<file path="src/rtl/imm_decode_stage.sv">
// imm_decode_stage
//   Registered, flow-controlled immediate-decode stage between fetch and
//   register read. Each accepted instruction is decoded combinationally and
//   captured together with its decoded fields into a 2-entry buffer. The
//   buffer has a main register and a skid register and is drained in FIFO
//   order.
// Ports
//   clk, rst             clock, synchronous active-high reset
//   flush                drop all buffered entries (branch redirect)
//   in_valid/in_ready    upstream handshake; in_ready comes from a register only
//   in_instr, in_pc      instruction word and its PC tag
//   out_valid/out_ready  downstream handshake
//   out_instr, out_pc    passed through unchanged
//   out_imm              decoded immediate (XLEN wide)
//   out_imm_type         0 NONE,1 I,2 S,3 B,4 U,5 J,6 Z,7 SH
//   out_illegal          opcode not recognised (the entry still flows)
module imm_decode_stage #(
    parameter int XLEN = 32,
    parameter int PC_W = XLEN
) (
    input  logic            clk,
    input  logic            rst,
    input  logic            flush,
    input  logic            in_valid,
    output logic            in_ready,
    input  logic [31:0]     in_instr,
    input  logic [PC_W-1:0] in_pc,
    output logic            out_valid,
    input  logic            out_ready,
    output logic [31:0]     out_instr,
    output logic [PC_W-1:0] out_pc,
    output logic [XLEN-1:0] out_imm,
    output logic [2:0]      out_imm_type,
    output logic            out_illegal
);

    if (XLEN != 32 && XLEN != 64) begin : g_bad_xlen
        $error("imm_decode_stage: XLEN must be 32 or 64");
    end

    localparam logic IS64 = (XLEN == 64);

    localparam logic [2:0] T_NONE = 3'd0;
    localparam logic [2:0] T_I    = 3'd1;
    localparam logic [2:0] T_S    = 3'd2;
    localparam logic [2:0] T_B    = 3'd3;
    localparam logic [2:0] T_U    = 3'd4;
    localparam logic [2:0] T_J    = 3'd5;
    localparam logic [2:0] T_Z    = 3'd6;
    localparam logic [2:0] T_SH   = 3'd7;

    localparam logic [6:0] OPC_OP_IMM   = 7'b0010011;
    localparam logic [6:0] OPC_OP_IMM32 = 7'b0011011;
    localparam logic [6:0] OPC_LOAD     = 7'b0000011;
    localparam logic [6:0] OPC_JALR     = 7'b1100111;
    localparam logic [6:0] OPC_STORE    = 7'b0100011;
    localparam logic [6:0] OPC_BRANCH   = 7'b1100011;
    localparam logic [6:0] OPC_JAL      = 7'b1101111;
    localparam logic [6:0] OPC_LUI      = 7'b0110111;
    localparam logic [6:0] OPC_AUIPC    = 7'b0010111;
    localparam logic [6:0] OPC_SYSTEM   = 7'b1110011;
    localparam logic [6:0] OPC_OP       = 7'b0110011;
    localparam logic [6:0] OPC_FENCE    = 7'b0001111;
    localparam logic [6:0] OPC_OP32     = 7'b0111011;

    typedef struct packed {
        logic [31:0]     instr;
        logic [PC_W-1:0] pc;
        logic [XLEN-1:0] imm;
        logic [2:0]      ty;
        logic            ill;
    } entry_t;

    // Sign-extend a 32-bit immediate to the datapath width.
    function automatic logic [XLEN-1:0] sext32(input logic [31:0] v);
        return XLEN'($signed(v));
    endfunction

    // funct3 001 (sll) and 101 (srl/sra) select the shift-amount form.
    function automatic logic is_shift(input logic [2:0] f3);
        return (f3 == 3'b001) || (f3 == 3'b101);
    endfunction

    entry_t     dec_s;
    entry_t     main_r;
    entry_t     skid_r;
    logic       main_valid_r;
    logic       skid_valid_r;
    logic       main_free_s;
    logic       accept_s;
    logic [6:0] op_s;
    logic [2:0] f3_s;

    assign op_s = in_instr[6:0];
    assign f3_s = in_instr[14:12];

    // Immediate decode of the incoming instruction word.
    always_comb begin
        dec_s.instr = in_instr;
        dec_s.pc    = in_pc;
        dec_s.imm   = {XLEN{1'b0}};
        dec_s.ty    = T_NONE;
        dec_s.ill   = 1'b0;
        case (op_s)
            OPC_OP_IMM: begin
                if (is_shift(f3_s)) begin
                    dec_s.ty = T_SH;
                    // bit 30 (arithmetic select) is never part of the amount
                    if (IS64) begin
                        dec_s.imm = XLEN'(in_instr[25:20]);
                    end else begin
                        dec_s.imm = XLEN'(in_instr[24:20]);
                    end
                end else begin
                    dec_s.ty  = T_I;
                    dec_s.imm = sext32({{20{in_instr[31]}}, in_instr[31:20]});
                end
            end
            OPC_OP_IMM32: begin
                if (!IS64) begin
                    dec_s.ill = 1'b1;
                end else if (is_shift(f3_s)) begin
                    dec_s.ty  = T_SH;
                    dec_s.imm = XLEN'(in_instr[24:20]);
                end else begin
                    dec_s.ty  = T_I;
                    dec_s.imm = sext32({{20{in_instr[31]}}, in_instr[31:20]});
                end
            end
            OPC_LOAD, OPC_JALR: begin
                dec_s.ty  = T_I;
                dec_s.imm = sext32({{20{in_instr[31]}}, in_instr[31:20]});
            end
            OPC_STORE: begin
                dec_s.ty  = T_S;
                dec_s.imm = sext32({{20{in_instr[31]}}, in_instr[31:25], in_instr[11:7]});
            end
            OPC_BRANCH: begin
                dec_s.ty  = T_B;
                dec_s.imm = sext32({{19{in_instr[31]}}, in_instr[31], in_instr[7],
                                    in_instr[30:25], in_instr[11:8], 1'b0});
            end
            OPC_JAL: begin
                dec_s.ty  = T_J;
                dec_s.imm = sext32({{11{in_instr[31]}}, in_instr[31], in_instr[19:12],
                                    in_instr[20], in_instr[30:21], 1'b0});
            end
            OPC_LUI, OPC_AUIPC: begin
                dec_s.ty  = T_U;
                dec_s.imm = sext32({in_instr[31:12], 12'b0});
            end
            OPC_SYSTEM: begin
                // only the immediate CSR forms (funct3 101/110/111) carry a zimm
                if (f3_s[2] && (f3_s[1:0] != 2'b00)) begin
                    dec_s.ty  = T_Z;
                    dec_s.imm = XLEN'(in_instr[19:15]);
                end else begin
                    dec_s.ty  = T_NONE;
                end
            end
            OPC_OP, OPC_FENCE: begin
                dec_s.ty = T_NONE;
            end
            OPC_OP32: begin
                if (IS64) begin
                    dec_s.ill = 1'b0;
                end else begin
                    dec_s.ill = 1'b1;
                end
            end
            default: begin
                dec_s.ill = 1'b1;
            end
        endcase
    end

    // in_ready depends only on the skid register, never on out_ready.
    assign in_ready    = ~skid_valid_r;
    assign accept_s    = in_valid & ~skid_valid_r;
    // main can take a new occupant when empty or being consumed this cycle
    assign main_free_s = ~main_valid_r | out_ready;

    // Main/skid buffer update with rst > flush > normal priority.
    always_ff @(posedge clk) begin
        if (rst) begin
            main_valid_r <= 1'b0;
            skid_valid_r <= 1'b0;
            main_r       <= '{default: '0};
            skid_r       <= '{default: '0};
        end else if (flush) begin
            main_valid_r <= 1'b0;
            skid_valid_r <= 1'b0;
        end else if (main_free_s) begin
            if (skid_valid_r) begin
                main_r       <= skid_r;
                main_valid_r <= 1'b1;
                skid_valid_r <= 1'b0;
            end else if (accept_s) begin
                main_r       <= dec_s;
                main_valid_r <= 1'b1;
            end else begin
                main_valid_r <= 1'b0;
            end
        end else if (accept_s) begin
            skid_r       <= dec_s;
            skid_valid_r <= 1'b1;
        end
    end

    assign out_valid    = main_valid_r;
    assign out_instr    = main_r.instr;
    assign out_pc       = main_r.pc;
    assign out_imm      = main_r.imm;
    assign out_imm_type = main_r.ty;
    assign out_illegal  = main_r.ill;

endmodule

</file>
<file path="config.mk">
export PLATFORM = sky130hd
export DESIGN_NAME = imm_decode_stage
export DESIGN_NICKNAME = d
export VERILOG_FILES = /design/src/rtl/imm_decode_stage.sv
export SDC_FILE = /design/constraint.sdc
export NUM_CORES = 1
export LEC_CHECK = 0
export ABC_AREA = 1
export ABC_CLOCK_PERIOD_IN_PS = 1850
export CAP_MARGIN = 5
export CORE_MARGIN = 10
export CORE_UTILIZATION = 52
export CTS_BUF_LIST = sky130_fd_sc_hd__clkbuf_8 sky130_fd_sc_hd__clkbuf_16
export DETAILED_ROUTE_END_ITERATION = 16
export PLACE_DENSITY = 0.78
export SLEW_MARGIN = 10
export SYNTH_ARGS = -nofsm -noshare
export SYNTH_HDL_FRONTEND = slang
export SYNTH_SLANG_ARGS = --single-unit
</file>
<file path="constraint.sdc">
create_clock -name clk -period 1.85 [get_ports clk]
set_clock_uncertainty 0.15 [all_clocks]
set_input_delay 0.37 -clock clk [delete_from_list [all_inputs] [get_ports clk]]
set_output_delay 0.37 -clock clk [all_outputs]
set_load 0.02 [all_outputs]
</file>
==> results.md, run 1 <==
* DRT iter0 DRCs at 787
* Root buffer cell: clkbuf_16
* Yosys top cell area share at 46.5%
* I/O pins at 171
* TritonCTS clock tree: built
* Net Count, Synth at 1250
* Layout Nets at 1423
* Initial antenna violation count at 0
* Post-route DRC at 0
* Power Total at 10300 µW
* Setup crit end kind: output pin
* Fin Hold WS at 67.1 ps
* Cell Area, Synth at 8700 µm²
* Die area at 22300 µm²
* Fmax at 549 MHz
* CTS sink cnt at 202
* Hold bufs inserted after CTS at 0
* PortBufs at 170
* FF+latch count, synth at 202
* Layout fillers at 1375
* H-tree depth at 1
* First-pass GRT wire length at 42900 µm
* Placed Instance Area at 11000 µm²
* Slew Limit Fails at 0
* CP required at 1330 ps
* Crit path max fanout at 6
* P_leak at 0.00557 µW
* Crit path kind: flop to output pin
* Data arrival, critical path at 1300 ps
* Row count at 47
* Global placer's final weighted congestion at 0.900
* PwrDens at 874 nW/µm²
* Number of max-cap violations at 0
* Number of synthesized flops with an enable pin at 0
* Hpwl dp at 17400 µm
* Combinational family with the most area after synthesis: compound AO/OA/AOI/OAI gates
* Synth Area in Compound Gates at 23.9%
* Startpoint types: flop
* Final period util at 98.5%
* Total global-route track usage at 23.0%
* Proportion of synthesized area in mux cells at 0%
* Core Area at 16500 µm²
* Post-Synth Simple-Gate Area at 21.7%
* DRT Pass-1 Iters at 5
* Wirelength per Cell at 17.0 µm
* TritonCTS Buffers at 22
* Skew-Pair Late Insertion Delay at 510 ps
* Fin. Hold Viols at 0
* Biggest area consumer among synthesized cells: dfxtp_1
* Post-synth ARST share at 0%
* Largest net degree at the start of global routing at 101
* Syn Area/Cell at 7.37 µm²
* DR vias at 8764
* Status: finished clean
* Clock Tree Buf Depth at 3
* Synth-to-Final Area Change at 35.2%
* RSZ-0062 raised after global routing: yes
* Adder-Cell Fraction of Synth Area at 0%
* Ys flop type: dfxtp_1
* Clock transition at path regs at 60 ps
* Setup TNS at 0 ps
* Post-DRT Antenna Nets at 0
* Synth warnings at 0
* GRT overflow at 0
* Synth Instances at 1181
* Vias in the first global route at 8377
* Chip Width at 149 µm
* Vias per cell at 5.52
* Transition time of the tightest slew-check pin at 793 ps
* XOR/XNOR share of the synthesized area at 0%
* Total Wirelength at 26900 µm
* Sequential area share after synthesis at 46.5%
* Worst Hold Class: primary input to flop
* Peak supply drop at 0.000617 V
* Die Y-Extent at 149 µm
* Fin crit period at 1820 ps
* Share of cells above drive strength 1 at 12.2%
* Final setup violating endpoints at 0
* Max-slew headroom at 47.1%
* Top post-synthesis cells by area: dfxtp_1 46%, o21ai_0 12%, nand2_1 8.5%
* Initial Util at 52.8%
* N_diodes at 0
* Post-route cell area at 11800 µm²
* Netlist cell types at 32
[area by class of cell]
class | count | area (µm²) | share of cell area [%]
Sequential cell | 202 | 4050 | 34.4
Multi-Input combinational cell | 822 | 3990 | 33.9
Timing Repair Buffer | 246 | 2470 | 21.0
Clock buffer | 29 | 658 | 5.60
Tap cell | 220 | 275 | 2.34
Inverter | 60 | 234 | 1.99
Clock inverter | 10 | 80.1 | 0.681
[worst paths after layout]
path                startpoint            to  slack (ps)  cells past startpoint
setup / recovery  skid_valid_r      in_ready          30                      2
hold / removal     in_instr[3]  out_instr[3]          70                      3
setup reg to reg  skid_valid_r   out_imm[29]         190                      3
hold reg to reg     skid_r[45]     out_pc[9]         320                      2
[sequential cells by signal (all words and copies together) (netlist names)]
register      count
out_valid         1
skid_r          100
skid_valid_r      1
out_imm          32
out_imm_type      3
out_pc           32
out_illegal       1
out_instr        32
[cell families (layout without fill, tap and decap cells)]
kind of cell | Yosys count | after routing
simple gates | 428 | 428
compound gates | 394 | 394
buf+inv | 157 | 345
flops | 202 | 202
[metrics by stage]
step	utilization (%)	instances	worst slack [ps]
floorplan	-	1181	252
global placement	67.0	1547	-385
detailed placement	67.0	1547	-434
CTS	70.7	1586	0.834
global route	71.4	1589	-63.1
finish	71.4	1589	28.4
[cells in the mapped netlist, types with 2 or more instances]
library cell	instances
o21ai_1	3
clkbuf_1	57
a21oi_1	122
nor2_1	165
nand4_1	2
a31oi_1	64
nand3_2	22
inv_1	53
buf_2	28
nand3_4	3
nand2_2	8
nand3_1	23
dfxtp_1	202
o21ai_0	200
buf_6	8
nand2_1	198
inv_2	7
buf_1	2
[layout by cell type, fill, tap and decap left out, types with 2 or more instances in the layout]
master and count:
dlygate4sd2_1 101, nor2_4 2, clkbuf_8 6, a31oi_1 64, dlymetal6s2s_1 6, nand2_2 7
clkinvlp_4 2, o21ai_1 3, inv_1 54, nor2_1 164, buf_4 51, nand3_1 23
inv_2 5, clkinv_2 4, nand2_1 198, nand3_4 3, a21oi_1 118, clkdlybuf4s50_1 62
inv_4 3, buf_12 22, dfxtp_1 201, o21ai_0 200, clkbuf_16 25, nand3_2 22
a21oi_2 4, nand4_1 2
[power by group]
group	internal (µW)	leakage [µW]	total [µW]	switching, µW
combinational	526	0.00355	1240	713
sequential	4530	0.00165	4620	89.1
clock	2630	0.000373	4430	1800
total	7690	0.00557	10300	2600
[timing repair]
item | in CTS | in global routing
buffers inserted | 0 | 1
gates cloned | 0 | 2
setup endpoints to repair | 102 | 55
pin swaps | 0 | 3
gates resized for setup | 102 | 15
[worst max-delay path, stage by stage (launching register included)]
cell and delay [ps]:
dfxtp_4 380, clkinv_2 110, clkdlybuf4s15_1 320
[per-layer routing]
| metal | vias up | GRT usage [%] | wire [µm] |
|---|---|---|---|
| met2 | 329 | 38.5 | 12700 |
| met3 | 48 | 4.49 | 2130 |
| met4 | 0 | 5.59 | 446 |
| met1 | 4094 | 29.8 | 11600 |
| met5 | - | 0 | 0 |
| li1 | 4293 | - | - |
Power figures use the tool's default switching activity.
==> inputs of run 2 (changes only) <==
--- a/config.mk
+++ b/config.mk
@@ -13,6 +13,7 @@
 export CTS_BUF_LIST = sky130_fd_sc_hd__clkbuf_8 sky130_fd_sc_hd__clkbuf_16
 export DETAILED_ROUTE_END_ITERATION = 16
 export PLACE_DENSITY = 0.78
+export REMOVE_ABC_BUFFERS = 1
 export SLEW_MARGIN = 10
 export SYNTH_ARGS = -nofsm -noshare
 export SYNTH_HDL_FRONTEND = slang
==> results.md, run 2 (synthesis results as in run 1) <==
* Status: finished clean
* Final setup violating endpoints at 0
* Multi-input logic area at 4000 µm²
* Layout fillers at 1425
* Die area at 22300 µm²
* Skew-Pair Late Insertion Delay at 500 ps
* PwrDens at 870 nW/µm²
* PortBufs at 170
* Flop pwr share at 46.0%
* Startpoint types: primary input
* Most frequent cells in the layout: 201 x dfxtp_1, 199 x o21ai_0, 197 x nand2_1
* CP cell instances: clkdlybuf4s50_1, nand2_1, nor2_1, nand3_4, o21a_1, nand2_1, nand2_1, a21oi_1
* TritonCTS Buffers at 21
* Chip Width at 149 µm
* Total Wirelength at 24900 µm
* Vias per cell at 5.42
* Number of max-cap violations at 0
* Psw at 2440 µW
* Commonest non-fill, non-tap cell in the layout: dfxtp_1
* Fin. Hold Viols at 0
* Post-route cell area at 11500 µm²
* H-tree depth at 1
* DRT iter0 DRCs at 553
* Max-slew headroom at 47.2%
* Slew Limit Fails at 0
* Combinational Power Share at 12.0%
* TritonCTS clock tree: built
* Final period util at 95.1%
* Placement Setup Slack at -488 ps
* Crit path top cell by count: nand2_1
* Initial antenna violation count at 2
* Slowest-stage cell, CP: clkdlybuf4s50_1
* Largest net degree at the start of global routing at 101
* Share of cells above drive strength 1 at 11.5%
* DRT Pass-1 Iters at 5
* Layout Nets at 1414
* Hold bufs inserted after CTS at 0
* Root buffer cell: clkbuf_16
* P_leak at 0.00545 µW
* Fin crit period at 1760 ps
* Placed Instance Area at 10900 µm²
* Worst Hold Class: primary input to flop
* Peak supply drop at 0.000770 V
* Clk pwr share at 42.0%
* Global placer's final weighted congestion at 0.871
* Switching Share at 24.3%
* Row count at 47
* Layout Utilization at 70.0%
* Synth-to-Final Area Change at 32.5%
* Die Y-Extent at 149 µm
* First-pass GRT wire length at 41300 µm
* Clock Tree Buf Depth at 3
* Post-DRT Antenna Nets at 0
* Transition time of the tightest slew-check pin at 792 ps
* Seq. cell area at 4050 µm²
* Power Total at 10000 µW
* Crit path max fanout at 7
* Internal power at 7590 µW
* Vias in the first global route at 8034
* CP required at 2110 ps
* Slowest cell delay on critical path at 570 ps
* Setup crit end kind: flop
* Wirelength per Cell at 15.8 µm
* Setup ws final at 90.3 ps
* I/O pins at 171
* DR vias at 8546
* Core Area at 16500 µm²
* Total global-route track usage at 21.7%
* Top reg by flops: skid_r
* Crit path kind: primary input to flop
* Data arrival, critical path at 2020 ps
* Fmax at 568 MHz
* CTS sink cnt at 202
* Max reg flops at 100
* Initial Util at 52.8%
* Placed cell count at 1540
* Post-route DRC at 0
* Clock transition at path regs at 60 ps
* Hpwl dp at 16200 µm
* GRT overflow at 0
* Finished Layout Cells at 1578
==> run 2: worst paths after layout <==
check	startpoint	to	slack, ps	depth (start not counted)
worst min-delay path	in_instr[3]	skid_r[71]	70	3
worst max register to register	skid_valid_r	out_instr[31]	200	3
worst max-delay path	in_instr[5]	out_imm[0]	90	8
worst min register to register	skid_r[58]	out_pc[22]	320	2
==> run 2: what timing repair did <==
action | 4_1_cts | 5_1_grt
pin swaps | 0 | 3
cloned | 0 | 0
setup endpoints to repair | 103 | 58
resized for setup | 105 | 15
setup buffers | 0 | 2
==> run 2: power groups by stage <==
stage                     clock network [µW]  logic (µW)  registers [µW]
after floorplan                            0         402            4880
after global placement                     0        1290            4710
after detailed placement                   0        1300            4710
after CTS                               4270        1210            4610
after global routing                    4480        1330            4630
final                                   4210        1210            4610
==> run 2: worst max-delay path: cells and delay by family <==
kind	cells	cell delay, ps
AOI/OAI and AO/OA	2	340
buffers and inverters	1	570
and+or+nand+nor	5	740
==> run 2: layout make-up <==
cell class	count	share of cell area [%]
tap	220	2.39
sequential	202	35.1
antenna	1	0.0217
clock buffer	23	4.80
multi-input combinational	822	34.7
timing repair buffer	238	19.8
inverter	60	2.03
clock inverter	12	1.12
==> run 2: layer usage <==
metal / GRT usage, % / part of all wire [%] / vias to the layer above / wire length (µm)
met5: 0 / 0.052 / - / 13
li1: - / - / 4283 / -
met1: 29.8 / 46 / 3970 / 11400
met2: 34.3 / 46 / 257 / 11400
met4: 5.35 / 1.7 / 2 / 433
met3: 4.16 / 6.5 / 34 / 1610
==> run 2: metrics by stage <==
step,setup TNS (ps),hold WS [ps]
finish,0,69.1
global route,-21.2,77.0
CTS,0,298
detailed placement,-38800,316
global placement,-32770,311
floorplan,-463650,293
